<file path="src/rtl/cls_pkg.sv">
// rtl/cls_pkg.sv - shared parameters, FSM state type and saturation constant for the classification stage
package cls_pkg;

    localparam int NUM_CLASSES = 10;
    localparam int DATA_W      = 12;
    localparam int IDX_W       = 4;
    localparam int CNT_W       = 16;

    // Largest positive score; the magnitude of the most negative score saturates here
    localparam logic [DATA_W-1:0] MAX_POS = {1'b0, {(DATA_W-1){1'b1}}};

    typedef enum logic [1:0] {
        IDLE    = 2'd0,
        COLLECT = 2'd1,
        HOLD    = 2'd2
    } state_t;

endpackage

</file>
<file path="src/rtl/cls_decision_ctrl_cond.sv">
// rtl/cls_decision_ctrl_cond.sv - cls_score_cond: score conditioning, saturating magnitude under CLS_ABS_SCORE_EN
module cls_score_cond #(
    parameter int W = 12
) (
    input  logic [W-1:0] raw,
    output logic [W-1:0] cond
);

`ifdef CLS_ABS_SCORE_EN
    localparam logic [W-1:0] MOST_NEG = {1'b1, {(W-1){1'b0}}};
    localparam logic [W-1:0] SAT_POS  = {1'b0, {(W-1){1'b1}}};

    always_comb begin
        cond = raw;
        if (raw == MOST_NEG) begin
            cond = SAT_POS;
        end else if (raw[W-1]) begin
            cond = -raw;
        end
    end
`else
    assign cond = raw;
`endif

endmodule

</file>
<file path="src/rtl/cls_decision_ctrl.sv">
// rtl/cls_decision_ctrl.sv - running-argmax decision controller over framed score stream; optional CLS_ABS_SCORE_EN
module cls_decision_ctrl #(
    parameter int NUM_CLASSES = cls_pkg::NUM_CLASSES,
    parameter int DATA_W      = cls_pkg::DATA_W,
    parameter int IDX_W       = cls_pkg::IDX_W,
    parameter int CNT_W       = cls_pkg::CNT_W
) (
    input  logic              clk,
    input  logic              rst_n,
    input  logic              abort,
    input  logic              s_valid,
    output logic              s_ready,
    input  logic [DATA_W-1:0] s_data,
    output logic              d_valid,
    input  logic              d_ready,
    output logic [IDX_W-1:0]  d_class,
    output logic [DATA_W-1:0] d_score,
    output logic              busy,
    output logic [CNT_W-1:0]  frame_cnt
);
    import cls_pkg::*;

    state_t            state;
    state_t            state_next;
    logic [IDX_W-1:0]  idx;
    logic [IDX_W-1:0]  best_idx;
    logic [DATA_W-1:0] best;
    logic [DATA_W-1:0] cond;
    logic              accept;
    logic              last;
    logic              handshake;

    cls_score_cond #(
        .W(DATA_W)
    ) u_cond (
        .raw  (s_data),
        .cond (cond)
    );

    assign last      = (idx == IDX_W'(NUM_CLASSES - 1));
    assign accept    = s_valid & s_ready;
    assign handshake = d_valid & d_ready & ~abort;
    assign d_class   = best_idx;
    assign d_score   = best;

    always_comb begin
        state_next = state;
        s_ready    = 1'b0;
        busy       = 1'b0;
        d_valid    = 1'b0;
        case (state)
            IDLE: begin
                s_ready = 1'b1;
            end
            COLLECT: begin
                s_ready = 1'b1;
                busy    = 1'b1;
            end
            HOLD: begin
                busy    = 1'b1;
                d_valid = 1'b1;
            end
            default: ;
        endcase
        // abort wins over any score presented in the same cycle
        if (abort || !rst_n) begin
            s_ready = 1'b0;
        end
        case (state)
            IDLE:    if (s_valid && s_ready) state_next = COLLECT;
            COLLECT: if (s_valid && s_ready && last) state_next = HOLD;
            HOLD:    if (d_ready) state_next = IDLE;
            default: state_next = IDLE;
        endcase
        if (abort) begin
            state_next = IDLE;
        end
    end

    always_ff @(posedge clk) begin
        if (!rst_n) begin
            state     <= IDLE;
            idx       <= '0;
            best      <= '0;
            best_idx  <= '0;
            frame_cnt <= '0;
        end else begin
            state <= state_next;
            if (abort) begin
                idx <= '0;
            end else if (accept) begin
                if (state == IDLE) begin
                    best     <= cond;
                    best_idx <= '0;
                    idx      <= IDX_W'(1);
                end else begin
                    // strict compare: ties keep the earlier class
                    if ($signed(cond) > $signed(best)) begin
                        best     <= cond;
                        best_idx <= idx;
                    end
                    idx <= last ? '0 : idx + 1'b1;
                end
            end
            if (handshake) begin
                frame_cnt <= frame_cnt + 1'b1;
            end
        end
    end

endmodule

</file>
<file path="config.mk">
export PLATFORM = sky130hd
export DESIGN_NAME = cls_decision_ctrl
export DESIGN_NICKNAME = d
export VERILOG_FILES = /design/src/rtl/cls_pkg.sv /design/src/rtl/cls_decision_ctrl_cond.sv /design/src/rtl/cls_decision_ctrl.sv
export SDC_FILE = /design/constraint.sdc
export NUM_CORES = 1
export LEC_CHECK = 0
export ABC_AREA = 1
export CORE_MARGIN = 4
export CORE_UTILIZATION = 47
export CTS_BUF_LIST = sky130_fd_sc_hd__clkbuf_4 sky130_fd_sc_hd__clkbuf_8
export DETAILED_ROUTE_END_ITERATION = 16
export PLACE_DENSITY = 0.9
export SLEW_MARGIN = 20
export SYNTH_ARGS = -nofsm -noshare
export SYNTH_HDL_FRONTEND = slang
export SYNTH_HIERARCHICAL = 1
export SYNTH_SLANG_ARGS = --single-unit
</file>
<file path="constraint.sdc">
create_clock -name clk -period 1.5 [get_ports clk]
set_input_delay 0.15 -clock clk [delete_from_list [all_inputs] [get_ports clk]]
set_output_delay 0.15 -clock clk [all_outputs]
set_load 0.03 [all_outputs]
</file>
==> run summary <==
========================================================================================================
Minimum hold slack                                                                             0.4996 ns
Setup Total Neg Slack                                                                          -8.474 ns
Number of different library cells in the post-synthesis netlist                                       35
Net count of the finished layout                                                                     442
Run status                                                                                  complete, but fails checks
Data arrival, critical path                                                                      2.23 ns
Total clock sinks                                                                                     38
Most frequent standard cell in the layout excluding fill and tap cells                      sky130_fd_sc_hd__nand2_1
Tightest slew margin relative to the limit                                                        76.77%
Final Max Tran Viols                                                                                   0
Number of antenna violations at the first check in global routing                                      0
Gate Count Post-Synth                                                                                315
Setup crit start kind                                                                           register
IR drop worst, VDD                                                                           0.0005842 V
Syn Nets                                                                                             350
Number of iterations in the first detailed-routing pass                                                4
Post-Place Worst Slack                                                                        -0.6883 ns
Pwr dens                                                                                    731.8 nW/um^2
Dominant register cell in the synthesized netlist                                           sky130_fd_sc_hd__dfxtp_1
Initial Utilization                                                                               48.94%
Min-Delay Path Class                                                                        register to register
Measured slew at the worst slew-check pin                                                      0.3498 ns
Fraction of final layout cells with drive strength greater than 1                                 37.99%
Total of warnings raised by yosys                                                                      6
Share of the clock period used by the worst path after layout                                     134.7%
Number of synthesized flops with an enable pin                                                         0
Global-route wire length before repair                                                          10390 um
H-Tree Level Count                                                                                     2
Remaining number of nets flagged by the antenna check after routing                                    0
Cell at the root of the clock tree                                                          sky130_fd_sc_hd__clkbuf_8
Area Overhead vs Synth                                                                            58.87%
Post-Syn Area per Cell                                                                        7.436 um^2
Share of synthesized area occupied by flip-flops and latches                                      32.48%
Bufs on Longest Clock Path                                                                             2
Die Footprint                                                                                  6177 um^2
Hold violation count in the final report                                                               0
DP HPWL                                                                                          4050 um
TritonCTS clock tree                                                                                 yes
N_diodes                                                                                               0
Commonest cells after routing, fill and taps aside                                          sky130_fd_sc_hd__nand2_1 (50), sky130_fd_sc_hd__buf_4 (43), sky130_fd_sc_hd__inv_1 (33)
Violated checks                                                                             negative setup slack
Final wirelength                                                                                 7115 um
Final critical delay including setup and external delays                                        2.020 ns
Floorplan row count                                                                                   25
Post-layout worst setup margin                                                                -0.5198 ns
Via count of the routed design                                                                      2400
Number of CTS-inserted buffers                                                                         5
Vias/cell                                                                                          5.053
Setup repair after global routing missed its margin                                                  yes
Clock latency reported for the late side of the worst-skew pair                                  0.30 ns
Avg WL per Cell                                                                                 14.98 um
Max cap viols                                                                                          0
Fill cell total of the finished layout                                                               313
GR Util All Layers                                                                                21.02%
Drc violations                                                                                         0
Number of flip-flops and latches in the synthesized netlist                                           38
Die extent in y                                                                                 78.60 um
Hold_buf cts                                                                                           0
Path type of the worst setup path                                                           register to register
Buffers on Ports                                                                                      51
Cell area after technology mapping                                                             2342 um^2
Post-CTS clock slew at the launch and capture registers of the worst setup and hold paths        0.08 ns
Leakage power summed over all cells                                                          0.001751 uW
Setup crit end kind                                                                             register
Pin count of the biggest net entering global routing                                                  28
Final setup violation count                                                                           27
Async set-reset flop share out of synthesis                                                           0%
CP Max Fanout                                                                                          8
Required time at the worst-slack endpoint                                                        1.71 ns
Worst clock skew on the final layout                                                         0.004668 ns
Placeable Area                                                                                 4786 um^2
Chip width                                                                                      78.60 um
Iter 0 DRT Violations                                                                                121
Top-level I/O count                                                                                   52
Number of global-route vias before repair                                                           2380
Weighted congestion at the end of routability-driven global placement                             0.7821
Global route total overflow                                                                            0
Max Freq                                                                                      0.4951 GHz
========================================================================================================
-- stage by stage --
stage | cells | util (%) | cell area [um^2] | total power, uW
detailed placement | 452 | 66.69 | 3192 | 1655
finish | 475 | 77.75 | 3721 | 2723
CTS | 467 | 72.03 | 3447 | 2625
global placement | 452 | 66.69 | 3192 | 1637
floorplan | 315 | - | 2446 | 1456
global route | 475 | 77.75 | 3721 | 2842
-- flip-flops by register name (all words and copies together) (netlist names) --
name	cells
state	2
idx	4
d_class	4
frame_cnt	16
d_score	12
-- area by class of cell --
class,count,area [um^2],area share [%]
multi-input combinational,209,1555,41.80
timing repair buffer,103,940.9,25.29
sequential,38,803.3,21.59
inverter,50,224.0,6.019
clock buffer,7,83.83,2.253
tap,67,83.83,2.253
clock inverter,1,30.03,0.8070
-- cells by family (layout without fill, tap and decap cells) --
kind of cell	count (synthesis)	in the layout	synth area share, %
DFF	38	38	32.48
adders and majority gates	18	18	9.616
xor gates and xnor gates	4	4	1.496
buffers and inverters	71	161	15.33
and+or+nand+nor	133	136	29.33
AOI/OAI and AO/OA	51	51	11.75
-- critical path: stages (launching register included) --
cell and delay [ns]:
sky130_fd_sc_hd__dfxtp_4 0.35, sky130_fd_sc_hd__inv_2 0.03, sky130_fd_sc_hd__ha_1 0.29, sky130_fd_sc_hd__nand2_1 0.08, sky130_fd_sc_hd__clkinv_1 0.10, sky130_fd_sc_hd__nand2_2 0.12, sky130_fd_sc_hd__nor2_4 0.06, sky130_fd_sc_hd__nand2_1 0.08
sky130_fd_sc_hd__nand3_1 0.09, sky130_fd_sc_hd__nand2_1 0.09, sky130_fd_sc_hd__nand2_2 0.06, sky130_fd_sc_hd__nand2_4 0.19, sky130_fd_sc_hd__nand2_8 0.10, sky130_fd_sc_hd__nand3b_1 0.09, sky130_fd_sc_hd__nand2_1 0.05, sky130_fd_sc_hd__nor2_1 0.15
-- power breakdown --
group	switching (uW)	total, uW	internal (uW)
combinational	424	748	324
sequential	24.4	1060	1040
clock	379	913	534
total	827	2720	1900
-- per-layer routing --
| metal | global-route usage (%) | up-vias | part of all wire, % |
|---|---|---|---|
| met1 | 22.87 | 1101 | 38 |
| met2 | 39.22 | 84 | 52 |
| met5 | 0 | - | 0 |
| met3 | 4.817 | 30 | 5.5 |
| met4 | 7.692 | 0 | 4.4 |
| li1 | - | 1185 | - |
-- what timing repair did --
item                                   in CTS  in global routing
resized for setup                          50                 53
gates cloned                                3                  0
endpoints found under the hold margin       0                  0
buffers inserted                            4                 12
setup endpoints to repair                  54                 39
pin swaps                                   7                 19
-- cell usage after synthesis (2+ instances only) --
library cell	number	area [um^2]
sky130_fd_sc_hd__nand2_1	59	221.5
sky130_fd_sc_hd__inv_1	41	153.9
sky130_fd_sc_hd__dfxtp_1	38	760.7
sky130_fd_sc_hd__a21oi_1	32	160.2
sky130_fd_sc_hd__nor2_1	31	116.4
sky130_fd_sc_hd__ha_1	18	225.2
sky130_fd_sc_hd__buf_4	13	97.59
sky130_fd_sc_hd__nand3b_1	11	82.58
sky130_fd_sc_hd__nand3_1	9	45.04
sky130_fd_sc_hd__o21ai_0	7	35.03
sky130_fd_sc_hd__o21ai_1	6	30.03
sky130_fd_sc_hd__buf_2	5	25.02
sky130_fd_sc_hd__inv_2	5	18.77
sky130_fd_sc_hd__nand4_1	5	31.28
sky130_fd_sc_hd__xor2_1	4	35.03
sky130_fd_sc_hd__buf_6	3	33.78
sky130_fd_sc_hd__nand3_2	3	30.03
sky130_fd_sc_hd__nor2_2	3	18.77
sky130_fd_sc_hd__nor2_4	3	33.78
sky130_fd_sc_hd__clkinv_1	2	7.510
sky130_fd_sc_hd__nand2_2	2	12.51
sky130_fd_sc_hd__nand2_4	2	22.52
-- final timing paths --
| check | startpoint | to | slack, ns | cells past startpoint |
|---|---|---|---|---|
| setup / recovery | d_score[9] | d_score[2] | -0.52 | 15 |
| hold / removal | d_class[3] | d_class[3] | 0.50 | 2 |
| setup reg to reg | d_score[9] | d_score[2] | -0.52 | 15 |
| hold reg to reg | d_class[3] | d_class[3] | 0.50 | 2 |
Power figures use the tool's default switching activity.
